===== src/rtl/mul32_seq_pkg.sv =====
// ---------------------------------------------------------------------------
// mul32_seq_pkg
// Shared definitions for the RV32M multiply sequencer.
//   XLEN / HALF        operand width and multiplier slice width
//   OP_*               in_op encodings (funct3[1:0])
//   state_t            sequencer state encoding
//   dadda_height()     row-height targets for the Dadda reduction stages
// ---------------------------------------------------------------------------
package mul32_seq_pkg;

    localparam int XLEN = 32;
    localparam int HALF = 16;

    localparam logic [1:0] OP_MUL    = 2'b00;
    localparam logic [1:0] OP_MULH   = 2'b01;
    localparam logic [1:0] OP_MULHSU = 2'b10;
    localparam logic [1:0] OP_MULHU  = 2'b11;

    typedef enum logic [2:0] {
        IDLE = 3'd0,
        PP0  = 3'd1,
        PP1  = 3'd2,
        PP2  = 3'd3,
        PP3  = 3'd4,
        SIGN = 3'd5,
        DONE = 3'd6
    } state_t;

    // Dadda sequence d_j (13, 9, 6, 4, 3, 2) for a 16-row matrix, stage 0 first.
    function automatic int dadda_height(input int stage);
        case (stage)
            0:       return 13;
            1:       return 9;
            2:       return 6;
            3:       return 4;
            4:       return 3;
            default: return 2;
        endcase
    endfunction

endpackage


===== src/rtl/mul32_seq_ctrl_dadda.sv =====
// ---------------------------------------------------------------------------
// MUL_using_Dadda
// 16x16 unsigned combinational multiplier. The 16 partial-product rows are
// reduced with 3:2 compressors stage by stage to the Dadda heights
// 13/9/6/4/3/2, then the last two rows are summed by one carry-propagate add.
// Ports:
//   a_i [15:0]  multiplicand
//   b_i [15:0]  multiplier
//   p_o [31:0]  product a_i * b_i
// ---------------------------------------------------------------------------
module MUL_using_Dadda
    import mul32_seq_pkg::*;
(
    input  logic [HALF-1:0]   a_i,
    input  logic [HALF-1:0]   b_i,
    output logic [2*HALF-1:0] p_o
);

    always_comb begin
        logic [2*HALF-1:0] rows [HALF];
        logic [2*HALF-1:0] nxt  [HALF];
        logic [2*HALF-1:0] x, y, z;
        int                n;
        int                k;
        int                target;

        for (int i = 0; i < HALF; i++) begin
            rows[4'(i)] = b_i[4'(i)] ? ({{HALF{1'b0}}, a_i} << i) : '0;
        end
        n = HALF;

        for (int s = 0; s < 6; s++) begin
            target = dadda_height(s);
            k      = (n > target) ? (n - target) : 0;
            for (int j = 0; j < HALF; j++) begin
                nxt[4'(j)] = '0;
            end
            // k compressors consume rows 0..3k-1 and emit 2k rows.
            for (int c = 0; c < 5; c++) begin
                if (c < k) begin
                    x = rows[4'(3*c)];
                    y = rows[4'(3*c+1)];
                    z = rows[4'(3*c+2)];
                    nxt[4'(2*c)]   = x ^ y ^ z;
                    nxt[4'(2*c+1)] = ((x & y) | (x & z) | (y & z)) << 1;
                end
            end
            // Untouched rows slide down behind the compressor outputs.
            for (int i = 0; i < HALF; i++) begin
                if ((i >= 3*k) && (i < n)) begin
                    nxt[4'(i-k)] = rows[4'(i)];
                end
            end
            for (int j = 0; j < HALF; j++) begin
                rows[4'(j)] = nxt[4'(j)];
            end
            n = target;
        end

        p_o = rows[0] + rows[1];
    end

endmodule


===== src/rtl/mul32_seq_ctrl.sv =====
// ---------------------------------------------------------------------------
// mul32_seq_ctrl
// Multi-cycle RV32M multiply sequencer (MUL/MULH/MULHSU/MULHU). One shared
// 16x16 Dadda multiplier produces four partial products that are accumulated
// into a 64-bit register; a final step applies the sign and selects rd.
// Optional build macro: MUL_EARLY_OUT_EN - skip partial products whose upper
// operand half is zero (latency 2..5 instead of a fixed 5).
// Ports:
//   clk, rst              clock, synchronous active-high reset
//   in_valid/in_ready     request handshake (in_ready high only in IDLE)
//   in_op [1:0]           00 MUL, 01 MULH, 10 MULHSU, 11 MULHU
//   in_rs1/in_rs2 [31:0]  operands
//   flush                 abort any in-flight operation, no result
//   out_valid/out_ready   result handshake
//   out_result [31:0]     rd value
//
// state | meaning
// IDLE  | waiting for a request, in_ready high
// PP0   | acc += aL*bL
// PP1   | acc += aL*bH << 16
// PP2   | acc += aH*bL << 16
// PP3   | acc += aH*bH << 32
// SIGN  | conditional 64-bit negate, register rd word
// DONE  | out_valid high until out_ready
// ---------------------------------------------------------------------------
module mul32_seq_ctrl
    import mul32_seq_pkg::*;
(
    input  logic            clk,
    input  logic            rst,
    input  logic            in_valid,
    output logic            in_ready,
    input  logic [1:0]      in_op,
    input  logic [XLEN-1:0] in_rs1,
    input  logic [XLEN-1:0] in_rs2,
    input  logic            flush,
    output logic            out_valid,
    input  logic            out_ready,
    output logic [XLEN-1:0] out_result
);

    state_t              state_q;
    logic [XLEN-1:0]     a_q, b_q;
    logic [1:0]          op_q;
    logic                neg_q;
    logic                skip_ah_q, skip_bh_q;
    logic [2*XLEN-1:0]   acc_q;
    logic [XLEN-1:0]     result_q;
    logic                out_valid_q;
    logic                in_ready_q;

    // Operand conditioning at accept
    logic                rs1_neg, rs2_neg;
    logic [XLEN-1:0]     a_mag_d, b_mag_d;
    logic                skip_ah_d, skip_bh_d;

    assign rs1_neg = ((in_op == OP_MULH) || (in_op == OP_MULHSU)) && in_rs1[XLEN-1];
    assign rs2_neg = (in_op == OP_MULH) && in_rs2[XLEN-1];
    // 0x80000000 negates to itself, which read unsigned is the required 2^31.
    assign a_mag_d = rs1_neg ? (~in_rs1 + 32'd1) : in_rs1;
    assign b_mag_d = rs2_neg ? (~in_rs2 + 32'd1) : in_rs2;

`ifdef MUL_EARLY_OUT_EN
    assign skip_ah_d = (a_mag_d[XLEN-1:HALF] == '0);
    assign skip_bh_d = (b_mag_d[XLEN-1:HALF] == '0);
`else
    assign skip_ah_d = 1'b0;
    assign skip_bh_d = 1'b0;
`endif

    // Shared multiplier and its input mux
    logic [HALF-1:0]     mul_a, mul_b;
    logic [2*HALF-1:0]   mul_p;
    logic [2*XLEN-1:0]   addend;

    always_comb begin
        mul_a  = '0;
        mul_b  = '0;
        addend = '0;
        case (state_q)
            PP0: begin
                mul_a  = a_q[HALF-1:0];
                mul_b  = b_q[HALF-1:0];
                addend = {32'd0, mul_p};
            end
            PP1: begin
                mul_a  = a_q[HALF-1:0];
                mul_b  = b_q[XLEN-1:HALF];
                addend = {16'd0, mul_p, 16'd0};
            end
            PP2: begin
                mul_a  = a_q[XLEN-1:HALF];
                mul_b  = b_q[HALF-1:0];
                addend = {16'd0, mul_p, 16'd0};
            end
            PP3: begin
                mul_a  = a_q[XLEN-1:HALF];
                mul_b  = b_q[XLEN-1:HALF];
                addend = {mul_p, 32'd0};
            end
            default: ;
        endcase
    end

    MUL_using_Dadda u_dadda (
        .a_i (mul_a),
        .b_i (mul_b),
        .p_o (mul_p)
    );

    // Next partial-product state; bH==0 kills PP1/PP3, aH==0 kills PP2/PP3.
    state_t pp_next_d;

    always_comb begin
        pp_next_d = SIGN;
        case (state_q)
            PP0:     pp_next_d = !skip_bh_q ? PP1 : (!skip_ah_q ? PP2 : SIGN);
            PP1:     pp_next_d = !skip_ah_q ? PP2 : SIGN;
            PP2:     pp_next_d = !skip_bh_q ? PP3 : SIGN;
            default: pp_next_d = SIGN;
        endcase
    end

    logic [2*XLEN-1:0] acc_fin_d;
    assign acc_fin_d = neg_q ? (~acc_q + 64'd1) : acc_q;

    always_ff @(posedge clk) begin
        if (rst) begin
            state_q     <= IDLE;
            a_q         <= '0;
            b_q         <= '0;
            op_q        <= OP_MUL;
            neg_q       <= 1'b0;
            skip_ah_q   <= 1'b0;
            skip_bh_q   <= 1'b0;
            acc_q       <= '0;
            result_q    <= '0;
            out_valid_q <= 1'b0;
            in_ready_q  <= 1'b1;
        end else if (flush) begin
            state_q     <= IDLE;
            out_valid_q <= 1'b0;
            in_ready_q  <= 1'b1;
        end else begin
            case (state_q)
                IDLE: begin
                    if (in_valid && in_ready_q) begin
                        a_q        <= a_mag_d;
                        b_q        <= b_mag_d;
                        op_q       <= in_op;
                        neg_q      <= rs1_neg ^ rs2_neg;
                        skip_ah_q  <= skip_ah_d;
                        skip_bh_q  <= skip_bh_d;
                        acc_q      <= '0;
                        in_ready_q <= 1'b0;
                        state_q    <= PP0;
                    end
                end
                PP0, PP1, PP2, PP3: begin
                    acc_q   <= acc_q + addend;
                    state_q <= pp_next_d;
                end
                SIGN: begin
                    acc_q       <= acc_fin_d;
                    result_q    <= (op_q == OP_MUL) ? acc_fin_d[XLEN-1:0]
                                                    : acc_fin_d[2*XLEN-1:XLEN];
                    out_valid_q <= 1'b1;
                    state_q     <= DONE;
                end
                DONE: begin
                    if (out_ready) begin
                        out_valid_q <= 1'b0;
                        in_ready_q  <= 1'b1;
                        state_q     <= IDLE;
                    end
                end
                default: begin
                    state_q     <= IDLE;
                    out_valid_q <= 1'b0;
                    in_ready_q  <= 1'b1;
                end
            endcase
        end
    end

    assign in_ready   = in_ready_q;
    assign out_valid  = out_valid_q;
    assign out_result = result_q;

endmodule


===== config.mk =====
export PLATFORM = sky130hd
export DESIGN_NAME = mul32_seq_ctrl
export DESIGN_NICKNAME = d
export VERILOG_FILES = /design/src/rtl/mul32_seq_pkg.sv /design/src/rtl/mul32_seq_ctrl_dadda.sv /design/src/rtl/mul32_seq_ctrl.sv
export SDC_FILE = /design/constraint.sdc
export NUM_CORES = 1
export LEC_CHECK = 0
export BUFFER_PORTS_ARGS = -buffer_cell sky130_fd_sc_hd__buf_4
export CAP_MARGIN = 10
export CELL_PAD_IN_SITES_DETAIL_PLACEMENT = 0
export CELL_PAD_IN_SITES_GLOBAL_PLACEMENT = 1
export CORE_ASPECT_RATIO = 0.9
export CORE_UTILIZATION = 38
export DETAILED_ROUTE_END_ITERATION = 10
export PLACE_DENSITY = 0.84
export SLEW_MARGIN = 20
export SYNTH_ARGS = -nofsm -noshare
export SYNTH_HDL_FRONTEND = slang
export SYNTH_SLANG_ARGS = --single-unit

===== constraint.sdc =====
create_clock -name clk -period 2.8 [get_ports clk]
set_input_delay 0.56 -clock clk [delete_from_list [all_inputs] [get_ports clk]]
set_output_delay 0.56 -clock clk [all_outputs]
set_load 0.01 [all_outputs]

==> implementation parameters, run 1 <==
Parameter                              Value

GRT
  Met2 usage    39.3%
  Combined global-route utilization of all metal layers    25.6%
  Antenna violations before repair    0
  Met1 Track Usage GR    35.6%
  Global routing's busiest layer    met2
  Met3 demand-to-capacity share in global routing    4.40%
  Number of global-route vias before repair    6279
  Global-route wire length before repair    34.7 mm
  Maximum number of pins on one net before global-route repair    62
  Remaining global-route overflow    0

Detailed routing
  Antenna violation net count after detailed routing    0
  Aggregate routed wire length    22.2 mm
  Wire per inst    19.5 um
  DRC Markers    14
  Average vias per placed instance    6.06
  Drt first pass iters    8
  Drt first-iter violations    885
  Vias    6881

Pwr
  Switching fraction of total power    24.6%
  Power share of the clock group    44.4%
  Proportion of power drawn by combinational gates    6.4%
  Net switching component of the power    0.000743 W
  Worst voltage drop across the vdd grid    0.294 mV
  PD cells    365 nW/um^2
  Share of total power in sequential cells    49.2%
  Leakage power figure    3.26 nW
  Int Power    0.00228 W

Floorplan
  Effective utilization at floorplan    39.2%
  Die width    139 um
  Number of primary I/O pins    105
  Die Outline Area    17300 um^2
  Area inside the core boundary    16300 um^2
  Floorplan row count    44
  Die Y    125 um

Clock tree
  Clock tree from TritonCTS    done
  Clk root buf    clkbuf_16
  Post-cts hold buffer count    0
  Max Root-Sink Buffers    2
  Worst-path clk slew    0.08 ns
  Maximum level of the CTS H-tree    3
  Number of clock buffers inserted by TritonCTS    9
  Clock tree sinks    104
  Insertion delay to the later sink of the worst-skew pair    0.37 ns

Final layout
  Share of post-route cells with drive strength above 1    29.1%
  Final std cell area, no fill    8290 um^2
  Area Overhead vs Synth    29.9%
  Count of antenna diodes in the layout    0
  Count of nets after finishing    997
  Cell Count, Final, Fillers Out    1136
  Filler Cells Inserted    1574

STA
  Setup TNS    -0.0265 ns
  Setup violators final    2
  Portion of the clock cycle consumed by the worst path in the final layout    101%
  Post-layout minimum cycle time    2.82 ns
  Fin. Hold Viols    0
  Final max-slew violation count    0
  Setup repair after global routing missed its margin    true
  Worst setup skew after layout    0.0101 ns
  Maximum operating frequency    355 MHz
  Slew at the pin closest to its max-slew limit    0.821 ns
  Tightest slew margin relative to the limit    45.1%
  Setup WS post-layout    -0.0187 ns

Yosys
  Sequential share of the synthesized area    32.6%
  Average cell area after synthesis    7.74 um^2
  Number of flops mapped to enable cells by yosys    0
  Post-synthesis cell count    824
  Synth cell types    69
  Post-synthesis instance area    6380 um^2
  Number of warning messages in the yosys log    0
  Top FF cell, synth    dfxtp_1
  Largest cells by area after synthesis    dfxtp_1, a21oi_1, or3_1
  Flip-flop and latch count after synthesis    104
  Area fraction of the dominant cell type after synthesis    32.6%
  Cell type contributing the most total cell area after synthesis    dfxtp_1
  FFs w/ async S/R, synth    0%
  Synthesized net count    897

Critical path
  Source of the worst register-to-register timing path    acc_q[15]
  Endpoint arrival time on the critical path    3.09 ns
  Endpoint required time on the critical path    3.07 ns
  Number of cells on the worst reg-to-reg path    7
  Worst Setup End Kind    register
  End of the worst register-to-register path    out_result[21]
  Startpoint type of the worst setup path    register
  CP startpoint    acc_q[15]
  Setup slack, reg-to-reg    -0.02 ns
  Kind of critical path    reg2reg
  Largest fanout on the critical path    16

Min path
  Startpoint of the lowest-slack hold path    in_op[0]
  Hold worst-path end    op_q[0]
  Cell depth of the worst hold path    3
  Min-delay worst type    in2reg

Placement
  Number of cells after detailed placement    1119
  Placed instance area    7710 um^2
  Post-detail-place hpwl    15.5 mm
  Buffers on Ports    42
  Routability congestion estimate from global placement    0.898

Outcome
  Failing checks    DRC, setup timing
  Outcome    finished, violations left

Job
  Number of max-capacitance violations reported    0
-- metrics by stage --
step / total power [W] / utilization, % / hold WS (ns) / setup slack, ns
2_1_floorplan: 0.00163 / - / 0.459 / -0.113
3_3_place_gp: 0.00171 / 47.3 / 0.454 / -0.114
3_5_place_dp: 0.00171 / 47.3 / 0.452 / -0.149
4_1_cts: 0.00303 / 50.0 / 0.444 / -0.0163
5_1_grt: 0.00310 / 50.9 / 0.475 / -0.107
6_report: 0.00303 / 50.9 / 0.446 / -0.0187
-- critical path, stage by stage (launching register included) --
cell	delay, ns
dfxtp_2	0.34
or4_4	0.53
or4_4	0.53
or3_4	0.40
buf_12	0.17
o41ai_4	0.28
xor2_1	0.18
a221oi_1	0.31
-- flip-flops by register name, summed over array words and instances, names as in the netlist --
signal,flops
out_result,32
op_q,2
acc_q,64
in_ready,1
state_q,3
neg_q,1
out_valid,1
-- synthesized netlist by cell type, types with 19 or more instances --
master    number
dfxtp_1      104
nor2_1        68
nand2_1       66
clkbuf_1      58
a21oi_1       54
o21ai_0       45
or3_1         41
nor3_1        37
xnor2_1       27
o31ai_1       22
or4_1         21
nand3_1       19
-- layout make-up --
type,instances,area (um^2),area share (%)
flip-flops and latches,104,2090,25.2
inverters,19,71.3,0.860
multi-input cells,626,4270,51.5
well taps,207,259,3.12
clock buffers,13,260,3.14
clock inverters,3,40.0,0.483
repair buffers,164,1300,15.7
-- cell families after synthesis --
kind of cell / count (synthesis) / share of synthesized area, %
muxes: 4 / 0.667
xor gates and xnor gates: 44 / 6.04
buffers and inverters: 94 / 5.76
AOI/OAI and AO/OA: 265 / 29.2
adders and majority gates: 2 / 0.392
and+or+nand+nor: 311 / 25.4
DFF: 104 / 32.6
-- timing repair --
action / CTS / global route
setup buffers: 1 / 0
endpoints found under the hold margin: 0 / 0
pin swaps: 7 / 6
gates resized for setup: 24 / 35
cloned: 0 / 0
endpoints found under the setup margin: 31 / 33
-- metal layers --
layer  share of wire (%)  vias up
met4                 3.1        0
met3                 7.4       41
met1                  45     3260
met5                   0        -
met2                  44      285
li1                    -     3295
-- power by group through the flow --
stage	Clock, W	Sequential (W)	Combinational, W
3_3_place_gp	0	0.00152	0.000182
4_1_cts	0.00136	0.00149	0.000186
6_report	0.00134	0.00149	0.000194
3_5_place_dp	0	0.00152	0.000183
2_1_floorplan	0	0.00152	0.000115
5_1_grt	0.00141	0.00149	0.000206
-- worst max path at each step --
stage / end / cells after the start / slack [ns]
floorplan: out_result[1] / 8 / -0.11
global placement: out_result[6] / 8 / -0.11
detailed placement: out_result[22] / 6 / -0.15
CTS: out_result[21] / 7 / -0.02
global route: out_result[21] / 7 / -0.11
finish: out_result[21] / 7 / -0.02
-- cells in the final DEF, fill, tap and decap left out, types with 14 or more instances in the layout --
master	count
a22oi_1	16
xor2_1	14
dfxtp_1	96
nor3_1	32
or3_1	37
xnor2_1	23
nand3_1	19
buf_4	157
nor4_1	15
inv_1	18
o21ai_0	38
o31ai_1	17
nand2_1	66
a31oi_1	17
a21oi_1	52
nor2_1	67
Power figures use the tool's default switching activity.
==> run 2: changes to the inputs <==
Settings changed: BUFFER_PORTS_ARGS -buffer_cell sky130_fd_sc_hd__buf_4 to -buffer_cell sky130_fd_sc_hd__buf_2.
==> run 2 against run 1 <==
  * Total power grew 2.0%
  * Worst hold slack better by 0.0043 ns
  * The flow still finishes with violations (DRC, setup timing)
  * First-iteration DRC count decreased by 32%
  * Highest routed layer unchanged
  * Clock-buffer cell count down 2
  * Non-clock buffer count increased by 17
  * Critical path depth up 1
  * Clock power up 5%
  * Largest power group unchanged
==> implementation parameters, run 2 (synthesized netlist as in run 1, its figures left out) <==
Parameter                              Value

Detailed routing
  Antenna violation net count after detailed routing    0 (unchanged)
  Drt first-iter violations    605 (was 885)
  Vias    7032 (was 6881)
  Drt first pass iters    10 (was 8)
  Wire per inst    19.6 um (was 19.5 um)
  DRC Markers    7 (was 14)
  Average vias per placed instance    6.10 (was 6.06)
  Aggregate routed wire length    22.5 mm (was 22.2 mm)

STA
  Fin. Hold Viols    0 (unchanged)
  Post-layout minimum cycle time    2.84 ns (was 2.82 ns)
  Worst setup skew after layout    0.0127 ns (was 0.0101 ns)
  Setup WS post-layout    -0.0373 ns (was -0.0187 ns)
  Maximum operating frequency    352 MHz (was 355 MHz)
  Portion of the clock cycle consumed by the worst path in the final layout    101% (about the same)
  Setup repair after global routing missed its margin    true (unchanged)
  Tightest slew margin relative to the limit    51.1% (was 45.1%)
  Final max-slew violation count    0 (unchanged)
  Slew at the pin closest to its max-slew limit    0.730 ns (was 0.821 ns)
  Setup violators final    7 (was 2)

GRT
  Combined global-route utilization of all metal layers    26.0% (was 25.6%)
  Remaining global-route overflow    0 (unchanged)
  Global-route wire length before repair    35.1 mm (was 34.7 mm)
  Antenna violations before repair    0 (unchanged)
  Number of global-route vias before repair    6255 (was 6279)
  Maximum number of pins on one net before global-route repair    38 (was 62)

Pwr
  Switching fraction of total power    24.8% (was 24.6%)
  Proportion of power drawn by combinational gates    6.0% (was 6.4%)
  Worst voltage drop across the vdd grid    0.296 mV (was 0.294 mV)
  PD cells    366 nW/um^2 (was 365 nW/um^2)
  Leakage power figure    3.38 nW (was 3.26 nW)
  Int Power    0.00232 W (was 0.00228 W)
  Net switching component of the power    0.000765 W (was 0.000743 W)
  Power share of the clock group    45.6% (was 44.4%)
  Share of total power in sequential cells    48.4% (was 49.2%)
  Post-route total power    0.00309 W (was 0.00303 W)

Final layout
  Number of flip-flops in the largest register    64 (unchanged)
  Count of antenna diodes in the layout    0 (unchanged)
  Share of post-route cells with drive strength above 1    31.2% (was 29.1%)
  Area Overhead vs Synth    32.2% (was 29.9%)
  Final std cell area, no fill    8440 um^2 (was 8290 um^2)
  Count of nets after finishing    1014 (was 997)
  Most common cell after layout, fill and taps aside    buf_4 (unchanged)
  Filler Cells Inserted    1585 (was 1574)
  Cell Count, Final, Fillers Out    1153 (was 1136)
  Register with the highest flop count    acc_q (unchanged)
  Leading cell types in the layout, fill and taps excluded    buf_4, dfxtp_1, nor2_1 (unchanged)

Critical path
  Crit path cell chain    or4_4 > or4_4 > or3_4 > buf_12 > buf_4 > nor3_4 > a211oi_2 > or3_1 (was or4_4 > or4_4 > or3_4 > buf_12 > o41ai_4 > xor2_1 > a221oi_1)
  Slowest stage cell on the critical path    or4_4 (unchanged)
  Most used cell, CP    or4_4 (unchanged)
  Endpoint required time on the critical path    3.05 ns (was 3.07 ns)
  Number of cells on the worst reg-to-reg path    8 (was 7)
  Largest fanout on the critical path    8 (was 16)
  Endpoint arrival time on the critical path    3.09 ns (about the same)
  Delay contributed by the slowest stage of the critical path    0.55 ns (was 0.53 ns)
  Kind of critical path    reg2reg (unchanged)
  Worst Setup End Kind    register (unchanged)
  Startpoint type of the worst setup path    register (unchanged)

Floorplan
  Effective utilization at floorplan    39.2% (unchanged)
  Number of primary I/O pins    105 (unchanged)
  Area inside the core boundary    16300 um^2 (unchanged)
  Die width    139 um (unchanged)
  Die Y    125 um (unchanged)
  Floorplan row count    44 (unchanged)
  Die Outline Area    17300 um^2 (unchanged)

Clock tree
  Maximum level of the CTS H-tree    3 (unchanged)
  Worst-path clk slew    0.07 ns (was 0.08 ns)
  Clk root buf    clkbuf_16 (unchanged)
  Max Root-Sink Buffers    2 (unchanged)
  Number of clock buffers inserted by TritonCTS    9 (unchanged)
  Insertion delay to the later sink of the worst-skew pair    0.37 ns (about the same)
  Clock tree sinks    104 (unchanged)
  Clock tree from TritonCTS    done (unchanged)

Outcome
  Outcome    finished, violations left (unchanged)
  Failing checks    DRC, setup timing (unchanged)

Placement
  Number of cells after detailed placement    1122 (was 1119)
  Placed instance area    7590 um^2 (was 7710 um^2)
  Post-detail-place hpwl    15.3 mm (was 15.5 mm)
  Routability congestion estimate from global placement    0.871 (was 0.898)
  Buffers on Ports    42 (unchanged)

Min path
  Min-delay worst type    in2reg (unchanged)
  Cell depth of the worst hold path    3 (unchanged)

Job
  Number of max-capacitance violations reported    0 (unchanged)
[run 2: cell count changes in the layout (fill, tap and decap cells not counted), moves of 3 or more]
cell	before	now
buf_6	2	7
nor3_2	4	1
buf_2	0	42
o21ai_1	7	11
buf_4	157	128
[run 2: area by class of cell]
| cell class | instances | area, um^2 | share of cell area, % |
|---|---|---|---|
| Multi-Input combinational cell | 626 | 4380 | 51.9 |
| Clock buffer | 11 | 233 | 2.76 |
| Clock inverter | 5 | 81.3 | 0.964 |
| Inverter | 19 | 71.3 | 0.845 |
| Sequential cell | 104 | 2090 | 24.8 |
| Timing Repair Buffer | 181 | 1330 | 15.7 |
| Tap cell | 207 | 259 | 3.07 |
[run 2: worst max-delay path, delay by kind of cell (launching register included)]
kind | cells | cell delay (ns)
buffers and inverters | 2 | 0.30
and+or+nand+nor | 5 | 2.00
AOI/OAI and AO/OA | 1 | 0.09
DFF | 1 | 0.32
[run 2: power by group through the flow]
| stage | combinational, W | sequential, W | clock [W] |
|---|---|---|---|
| 2_1_floorplan | 0.000115 | 0.00152 | 0 |
| 3_3_place_gp | 0.000173 | 0.00153 | 0 |
| 3_5_place_dp | 0.000174 | 0.00153 | 0 |
| 4_1_cts | 0.000176 | 0.00150 | 0.00142 |
| 5_1_grt | 0.000196 | 0.00150 | 0.00148 |
| 6_report | 0.000185 | 0.00150 | 0.00141 |
[run 2: final timing paths]
| path | start | endpoint | slack [ns] |
|---|---|---|---|
| worst min-delay path | in_op[0] | op_q[0] | 0.45 |
| worst max register to register | acc_q[20] | out_result[31] | -0.04 |
| worst min register to register | out_result[17] | out_result[17] | 0.45 |
| worst max-delay path | acc_q[20] | out_result[31] | -0.04 |
[run 2: routing by layer]
| metal | share of wire, % | global-route usage (%) | up-vias |
|---|---|---|---|
| li1 | - | - | 3327 |
| met1 | 46 | 36.7 | 3368 |
| met2 | 44 | 38.3 | 288 |
| met3 | 6.9 | 5.63 | 49 |
| met4 | 2.9 | 9.85 | 0 |
| met5 | 0 | 0 | - |
[run 2: repair_timing]
| item | in CTS | in global routing |
|---|---|---|
| buffers inserted | 12 | 5 |
| gates resized for setup | 41 | 43 |
| hold buffers | 0 | 0 |
| pin swaps | 25 | 31 |
| gates cloned | 1 | 0 |
| endpoints found under the setup margin | 33 | 46 |
[run 2: stage by stage]
stage	setup TNS (ns)	utilization [%]	hold slack, ns	setup WS [ns]
after floorplan	-0.278	-	0.459	-0.113
after CTS	-0.138	50.5	0.448	-0.0419
after global placement	-1.60	46.6	0.446	-0.133
after detailed placement	-2.05	46.6	0.445	-0.185
final	-0.146	51.8	0.450	-0.0373
after global routing	-0.994	51.8	0.479	-0.103
